`src/rtl/axis_hdr_extract.sv`:
```
// Single-register AXI4-Stream pass-through stage that parses the L2/L3/L4 header of
// each packet's first beat into sideband metadata and keeps packet/byte/runt counters.
module axis_hdr_extract #(
  parameter int TDATA_WIDTH = 512
) (
  input  logic                       clk,
  input  logic                       rst_n,
  input  logic [TDATA_WIDTH-1:0]     s_axis_tdata,
  input  logic [TDATA_WIDTH/8-1:0]   s_axis_tkeep,
  input  logic                       s_axis_tlast,
  input  logic                       s_axis_tvalid,
  output logic                       s_axis_tready,
  output logic [TDATA_WIDTH-1:0]     m_axis_tdata,
  output logic [TDATA_WIDTH/8-1:0]   m_axis_tkeep,
  output logic                       m_axis_tlast,
  output logic                       m_axis_tvalid,
  input  logic                       m_axis_tready,
  output logic                       meta_valid,
  output logic [47:0]                meta_dst_mac,
  output logic [47:0]                meta_src_mac,
  output logic [15:0]                meta_ethertype,
  output logic                       meta_vlan,
  output logic [11:0]                meta_vlan_id,
  output logic                       meta_is_ipv4,
  output logic [7:0]                 meta_ip_proto,
  output logic [31:0]                meta_src_ip,
  output logic [31:0]                meta_dst_ip,
  output logic                       meta_l4_valid,
  output logic [15:0]                meta_src_port,
  output logic [15:0]                meta_dst_port,
  output logic                       meta_runt,
  input  logic                       stat_clear,
  output logic [31:0]                stat_pkts,
  output logic [47:0]                stat_bytes,
  output logic [15:0]                stat_runts
);

  localparam int KW = TDATA_WIDTH / 8;
  localparam int HB = 42;  // deepest header byte used: tagged L4 destination port

  function automatic logic [6:0] popcount(input logic [KW-1:0] keep);
    logic [6:0] cnt;
    cnt = 7'd0;
    for (int i = 0; i < KW; i++) cnt = cnt + {6'd0, keep[i]};
    return cnt;
  endfunction

  logic        sop_r;
  logic        accept_s;
  logic [6:0]  len_s;
  logic [7:0]  hb_s [HB];
  logic        vlan_s, runt_s, ipv4_s, l4_s;
  logic [15:0] etype_s, etype_out_s;
  logic [11:0] vid_s;
  logic [7:0]  ver_ihl_s, proto_raw_s, proto_s;
  logic [31:0] sip_raw_s, dip_raw_s, ports_raw_s, sip_s, dip_s, ports_s;
  logic [47:0] dst_mac_s, src_mac_s;

  logic                 m_tvalid_r, m_tlast_r, meta_valid_r;
  logic [TDATA_WIDTH-1:0] m_tdata_r;
  logic [KW-1:0]        m_tkeep_r;
  logic [47:0]          dst_mac_r, src_mac_r, stat_bytes_r;
  logic [15:0]          etype_r, src_port_r, dst_port_r, stat_runts_r;
  logic                 vlan_r, ipv4_r, l4_r, runt_r;
  logic [11:0]          vid_r;
  logic [7:0]           proto_r;
  logic [31:0]          sip_r, dip_r, stat_pkts_r;

  assign s_axis_tready = !m_tvalid_r || m_axis_tready;
  assign accept_s      = s_axis_tvalid && s_axis_tready;

  // Header byte lanes; absent lanes read as zero so short frames parse deterministically.
  always_comb begin
    for (int k = 0; k < HB; k++) hb_s[k] = s_axis_tkeep[k] ? s_axis_tdata[8*k +: 8] : 8'h00;
  end

  // Raw header decode: VLAN detection selects the L3 offset (18 tagged, 14 untagged).
  always_comb begin
    len_s       = popcount(s_axis_tkeep);
    runt_s      = s_axis_tlast && (len_s < 7'd14);
    vlan_s      = ({hb_s[12], hb_s[13]} == 16'h8100) && (len_s >= 7'd18);
    dst_mac_s   = {hb_s[0], hb_s[1], hb_s[2], hb_s[3], hb_s[4], hb_s[5]};
    src_mac_s   = {hb_s[6], hb_s[7], hb_s[8], hb_s[9], hb_s[10], hb_s[11]};
    if (vlan_s) begin
      etype_s     = {hb_s[16], hb_s[17]};
      vid_s       = {hb_s[14][3:0], hb_s[15]};
      ver_ihl_s   = hb_s[18];
      proto_raw_s = hb_s[27];
      sip_raw_s   = {hb_s[30], hb_s[31], hb_s[32], hb_s[33]};
      dip_raw_s   = {hb_s[34], hb_s[35], hb_s[36], hb_s[37]};
      ports_raw_s = {hb_s[38], hb_s[39], hb_s[40], hb_s[41]};
    end else begin
      etype_s     = {hb_s[12], hb_s[13]};
      vid_s       = 12'h000;
      ver_ihl_s   = hb_s[14];
      proto_raw_s = hb_s[23];
      sip_raw_s   = {hb_s[26], hb_s[27], hb_s[28], hb_s[29]};
      dip_raw_s   = {hb_s[30], hb_s[31], hb_s[32], hb_s[33]};
      ports_raw_s = {hb_s[34], hb_s[35], hb_s[36], hb_s[37]};
    end
    ipv4_s = !runt_s && (etype_s == 16'h0800) && (ver_ihl_s[7:4] == 4'h4) &&
             (ver_ihl_s[3:0] >= 4'd5) && (len_s >= (vlan_s ? 7'd38 : 7'd34));
    l4_s   = ipv4_s && ((proto_raw_s == 8'd6) || (proto_raw_s == 8'd17)) &&
             (ver_ihl_s[3:0] == 4'd5) && (len_s >= (vlan_s ? 7'd42 : 7'd38));
  end

  // Field qualification: anything not validated by its enable reads as zero.
  always_comb begin
    if (runt_s) begin
      etype_out_s = 16'h0000;
    end else begin
      etype_out_s = etype_s;
    end
    if (ipv4_s) begin
      proto_s = proto_raw_s;
      sip_s   = sip_raw_s;
      dip_s   = dip_raw_s;
    end else begin
      proto_s = 8'h00;
      sip_s   = 32'h0000_0000;
      dip_s   = 32'h0000_0000;
    end
    if (l4_s) begin
      ports_s = ports_raw_s;
    end else begin
      ports_s = 32'h0000_0000;
    end
  end

  // Start-of-packet tracking on the input side.
  always_ff @(posedge clk or negedge rst_n) begin
    if (!rst_n) begin
      sop_r <= 1'b1;
    end else if (accept_s) begin
      sop_r <= s_axis_tlast;
    end
  end

  // Output register: beat and, on SOP beats, freshly parsed metadata load together.
  always_ff @(posedge clk or negedge rst_n) begin
    if (!rst_n) begin
      m_tvalid_r <= 1'b0;  m_tlast_r <= 1'b0;  meta_valid_r <= 1'b0;
      m_tdata_r  <= '0;    m_tkeep_r <= '0;
      dst_mac_r  <= 48'h0; src_mac_r <= 48'h0; etype_r <= 16'h0;
      vlan_r     <= 1'b0;  vid_r     <= 12'h0; ipv4_r  <= 1'b0;
      proto_r    <= 8'h0;  sip_r     <= 32'h0; dip_r   <= 32'h0;
      l4_r       <= 1'b0;  src_port_r <= 16'h0; dst_port_r <= 16'h0;
      runt_r     <= 1'b0;
    end else if (s_axis_tready) begin
      m_tvalid_r   <= s_axis_tvalid;
      meta_valid_r <= s_axis_tvalid && sop_r;
      if (s_axis_tvalid) begin
        m_tdata_r <= s_axis_tdata;
        m_tkeep_r <= s_axis_tkeep;
        m_tlast_r <= s_axis_tlast;
      end
      if (s_axis_tvalid && sop_r) begin
        dst_mac_r  <= dst_mac_s;   src_mac_r  <= src_mac_s;   etype_r <= etype_out_s;
        vlan_r     <= vlan_s;      vid_r      <= vid_s;       ipv4_r  <= ipv4_s;
        proto_r    <= proto_s;     sip_r      <= sip_s;       dip_r   <= dip_s;
        l4_r       <= l4_s;        src_port_r <= ports_s[31:16];
        dst_port_r <= ports_s[15:0];
        runt_r     <= runt_s;
      end
    end
  end

  // Statistics; a coincident clear discards that cycle's update.
  always_ff @(posedge clk or negedge rst_n) begin
    if (!rst_n) begin
      stat_pkts_r  <= 32'h0;
      stat_bytes_r <= 48'h0;
      stat_runts_r <= 16'h0;
    end else if (stat_clear) begin
      stat_pkts_r  <= 32'h0;
      stat_bytes_r <= 48'h0;
      stat_runts_r <= 16'h0;
    end else if (accept_s) begin
      stat_bytes_r <= stat_bytes_r + {41'd0, len_s};
      if (s_axis_tlast) stat_pkts_r <= stat_pkts_r + 32'd1;
      if (sop_r && runt_s && (stat_runts_r != 16'hFFFF)) stat_runts_r <= stat_runts_r + 16'd1;
    end
  end

  assign m_axis_tdata   = m_tdata_r;
  assign m_axis_tkeep   = m_tkeep_r;
  assign m_axis_tlast   = m_tlast_r;
  assign m_axis_tvalid  = m_tvalid_r;
  assign meta_valid     = meta_valid_r;
  assign meta_dst_mac   = dst_mac_r;
  assign meta_src_mac   = src_mac_r;
  assign meta_ethertype = etype_r;
  assign meta_vlan      = vlan_r;
  assign meta_vlan_id   = vid_r;
  assign meta_is_ipv4   = ipv4_r;
  assign meta_ip_proto  = proto_r;
  assign meta_src_ip    = sip_r;
  assign meta_dst_ip    = dip_r;
  assign meta_l4_valid  = l4_r;
  assign meta_src_port  = src_port_r;
  assign meta_dst_port  = dst_port_r;
  assign meta_runt      = runt_r;
  assign stat_pkts      = stat_pkts_r;
  assign stat_bytes     = stat_bytes_r;
  assign stat_runts     = stat_runts_r;

endmodule

```
`config.mk`:
```
export PLATFORM = sky130hd
export DESIGN_NAME = axis_hdr_extract
export DESIGN_NICKNAME = d
export VERILOG_FILES = /design/src/rtl/axis_hdr_extract.sv
export SDC_FILE = /design/constraint.sdc
export NUM_CORES = 2
export LEC_CHECK = 0
export CAP_MARGIN = 20
export CORE_AREA = 2 2 587 589
export DETAILED_ROUTE_END_ITERATION = 16
export DIE_AREA = 0 0 589 591
export HOLD_SLACK_MARGIN = 0.08
export PLACE_DENSITY = 0.34
export SYNTH_ARGS = -nofsm -noshare
export SYNTH_HDL_FRONTEND = slang
export SYNTH_SLANG_ARGS = --single-unit
```
`constraint.sdc`:
```
create_clock -name clk -period 3.82 [get_ports clk]
set_input_delay 0.764 -clock clk [delete_from_list [all_inputs] [get_ports clk]]
set_output_delay 0.764 -clock clk [all_outputs]
set_load 0.05 [all_outputs]
```
==> flow_metrics.env <==
export IMPL_pre_cts_slack_ns=-5.54
export IMPL_wl_per_cell_um=28.0
export IMPL_crit_path_end="meta_dst_port[3]$_DFFE_PN0P_"
export IMPL_worstSkewPairLatency_ns=0.82
export IMPL_yosysUniqueCellTypes=59
export IMPL_grt_pass1_wl_um=391000
export IMPL_cap_violations=0
export IMPL_crit_path_max_incr_delay_ns=0.61
export IMPL_post_route_min_period_ns=7.68
export IMPL_rsz0062_at_grt="true"
export IMPL_cts_buffer_depth=4
export IMPL_p_leak_nw=30.6
export IMPL_finalInstanceArea_mm2=0.0681
export IMPL_path_depth=31
export IMPL_synth_top_family_by_area="simple AND/OR/NAND/NOR gates"
export IMPL_synthXorXnorAreaFrac_pct=0.774
export IMPL_syn_area_mm2=0.0396
export IMPL_first_pass_iters=5
export IMPL_yosysSeqAreaShare_pct=57.4
export IMPL_clock_sinks=908
export IMPL_synth_fa_ha_area_share_pct=3.62
export IMPL_placementRows=215
export IMPL_antenna_found_initial=136
export IMPL_cts_tree="yes"
export IMPL_dieArea_mm2=0.348
export IMPL_worst_setup_path_type="in2reg"
export IMPL_reg2reg_depth=7
export IMPL_drive_above_1_share_pct=12.9
export IMPL_finalCritPeriodShare_pct=201
export IMPL_antenna_left=0
export IMPL_io_buffers=1489
export IMPL_slew_headroom_pct=24.3
export IMPL_core_mm2=0.342
export IMPL_synth_compound_area_share_pct=5.50
export IMPL_rrSetupSlack_ns=1.02
export IMPL_muxShareOfSynthArea_pct=3.83
export IMPL_cp_top_family="adder cells"
export IMPL_hold_viol_final=0
export IMPL_start_kind="primary input"
export IMPL_postPlaceCellArea_mm2=0.0619
export IMPL_skew_ns=0.0328
export IMPL_fp_dieW_um=589
export IMPL_syn2layout_area_growth_pct=71.9
export IMPL_viasPerCell=3.62
export IMPL_grt_usage_pct=16.6
export IMPL_layout_common_cells="2,095 x nand2_1, 1,446 x clkdlybuf4s50_1, 907 x dfrtp_1"
export IMPL_hold_slack_ns=0.214
export IMPL_hpwl_um=243000
export IMPL_htreeDepth=4
export IMPL_final_common_cell="nand2_1"
export IMPL_r2r_start="stat_runts[3]$_DFFE_PN0P_"
export IMPL_ir_drop_mv=4.51
export IMPL_clockRootBuffer="clkbuf_16"
export IMPL_synth_seq_cells=908
export IMPL_end_kind="flip-flop"
export IMPL_yosysTopAreaCell="dfrtp_1"
export IMPL_timing_fmax_mhz=130
export IMPL_syn_avg_cell_area_um2=9.10
export IMPL_ys_flop_type="dfrtp_1"
export IMPL_worstPathMaxFanout=5
export IMPL_cts_buffers=136
export IMPL_arrival_ns=8.36
export IMPL_grt_overflow_total=0
export IMPL_outcome="finished, violations left"
export IMPL_tightestPinTransition_ns=1.14
export IMPL_synth_edf_count=0
export IMPL_die_y_um=591
export IMPL_slew_violations=0
export IMPL_finalSetupViolCount=200
export IMPL_initialDrtViolationCount=2021
export IMPL_grt_max_degree=153
export IMPL_vias=38694
export IMPL_num_io_pins=1490
export IMPL_synth_top_area_share_pct=57.3
export IMPL_totalWireLength_um=299000
export IMPL_syn_nets=5012
export IMPL_worstSetupStartpoint="s_axis_tkeep[37]"
export IMPL_cp_required_ns=4.50
export IMPL_power_density_mw_per_mm2=983
export IMPL_setup_ws_ns=-3.86
export IMPL_rr_endpoint="stat_runts[5]$_DFFE_PN0P_"
export IMPL_cp_num_buf_inv=11
export IMPL_worst_path_max_delay_cell="fa_2"
export IMPL_globalplace_congestion=0.846
export IMPL_drc=0
export IMPL_nNetsFinal=6662
export IMPL_yosys_area_share_simple_pct=25.2
export IMPL_violations="negative setup slack"
export IMPL_synth_area_leaders="dfrtp_1 57%, nand2_1 20%, fa_1 2.8%, clkbuf_1 2.2%, mux2_2 1.9%"
export IMPL_path_common_cell="fa_1"
export IMPL_p_total_mw=66.9
export IMPL_hold_class="in2reg"
export IMPL_start_util_pct=11.6
export IMPL_synthArstFlopShare_pct=100
export IMPL_yosys_warnings=0
export IMPL_path_clk_slew_ns=0.06
export IMPL_syn_inst=4350
export IMPL_grt_pass1_vias=40397
export IMPL_fin_util_pct=19.9
worst min path at each step:
stage,start,to,slack [ns],cells past startpoint
floorplan,sop_r$_DFFE_PN1P_,sop_r$_DFFE_PN1P_,0.44,2
global placement,meta_src_mac[37]$_DFFE_PN0P_,meta_src_mac[37]$_DFFE_PN0P_,0.45,2
detailed placement,meta_dst_mac[25]$_DFFE_PN0P_,meta_dst_mac[25]$_DFFE_PN0P_,0.45,2
CTS,s_axis_tkeep[25],m_axis_tkeep[25]$_DFFE_PN0P_,0.11,3
global route,s_axis_tkeep[25],m_axis_tkeep[25]$_DFFE_PN0P_,0.14,3
finish,s_axis_tkeep[25],m_axis_tkeep[25]$_DFFE_PN0P_,0.21,3
where the power goes:
group | total (mW) | internal [mW] | switching (mW)
clock network | 12.8 | 7.56 | 5.23
logic | 42.7 | 18.7 | 24.0
registers | 11.4 | 10.7 | 0.712
Yosys cell counts (8+ instances only):
master       n
a21oi_1     56
a22o_1      72
a32oi_1     14
and3_1      17
and4_1      12
buf_1        8
buf_2       19
clkbuf_1   232
dfrtp_1    907
fa_1        55
ha_1        25
inv_1      116
mux2_2      68
mux2i_1     75
nand2_1   2102
nand3_1    127
nand4_1     24
nor2_1      82
nor2b_1     46
nor3_1      11
o21ai_0     96
o31ai_1     45
or3_1        8
or4_1       22
xnor2_1     10
xor2_1      25
flip-flops by register name (all words and copies together) (netlist names), 32 cells and up:
register,cells
meta_dst_ip,32
stat_bytes,48
meta_dst_mac,48
m_axis_tkeep,64
m_axis_tdata,512
meta_src_mac,48
meta_src_ip,32
stat_pkts,32
per-stage QoR:
stage	std cells	setup TNS [ns]
2_1_floorplan	4350	-803.70
3_3_place_gp	10376	-1045.32
3_5_place_dp	10376	-1034.78
4_1_cts	10638	-714.96
5_1_grt	10669	-756.51
6_report	10693	-722.91
layout make-up:
| class | count | area, um2 |
|---|---|---|
| Antenna cell | 45 | 113 |
| Clock buffer | 192 | 3930 |
| Clock inverter | 37 | 410 |
| Fill cell | 37762 | 274000 |
| Inverter | 117 | 460 |
| Multi-Input combinational cell | 3065 | 16700 |
| Sequential cell | 908 | 22700 |
| Tap cell | 4557 | 5700 |
| Timing Repair Buffer | 1772 | 18000 |
cells by family (layout without fill, tap and decap cells):
logic type	Yosys count	after routing
flops	908	908
mux	143	143
buf+inv	379	2118
other cells	0	45
compound gates	323	323
fa+ha+maj	82	82
xor+xnor	35	35
simple gates	2480	2482
worst register-to-register path, cell delays in order (launching register included):
cell	delay, ns
dfrtp_1	0.46
and4_1	0.27
and3_1	0.23
and4_1	0.27
and4_1	0.27
or4_4	0.57
or4_4	0.51
a21oi_2	0.13
metal layers:
metal | share of wire [%] | GRT usage [%] | vias up
li1 | - | - | 17302
met1 | 36 | 17.4 | 19418
met2 | 52 | 31.0 | 1499
met3 | 8.2 | 5.77 | 441
met4 | 3.7 | 4.99 | 34
met5 | 0.077 | 0 | -
timing repair:
item	in CTS	in global routing
buffers inserted	28	12
pin swaps	99	60
hold buffers	1	0
cloned	9	6
setup endpoints to repair	200	200
gates resized for setup	273	129
hold endpoints to repair	22	0
No activity file was read; power rests on OpenSTA's default activity.
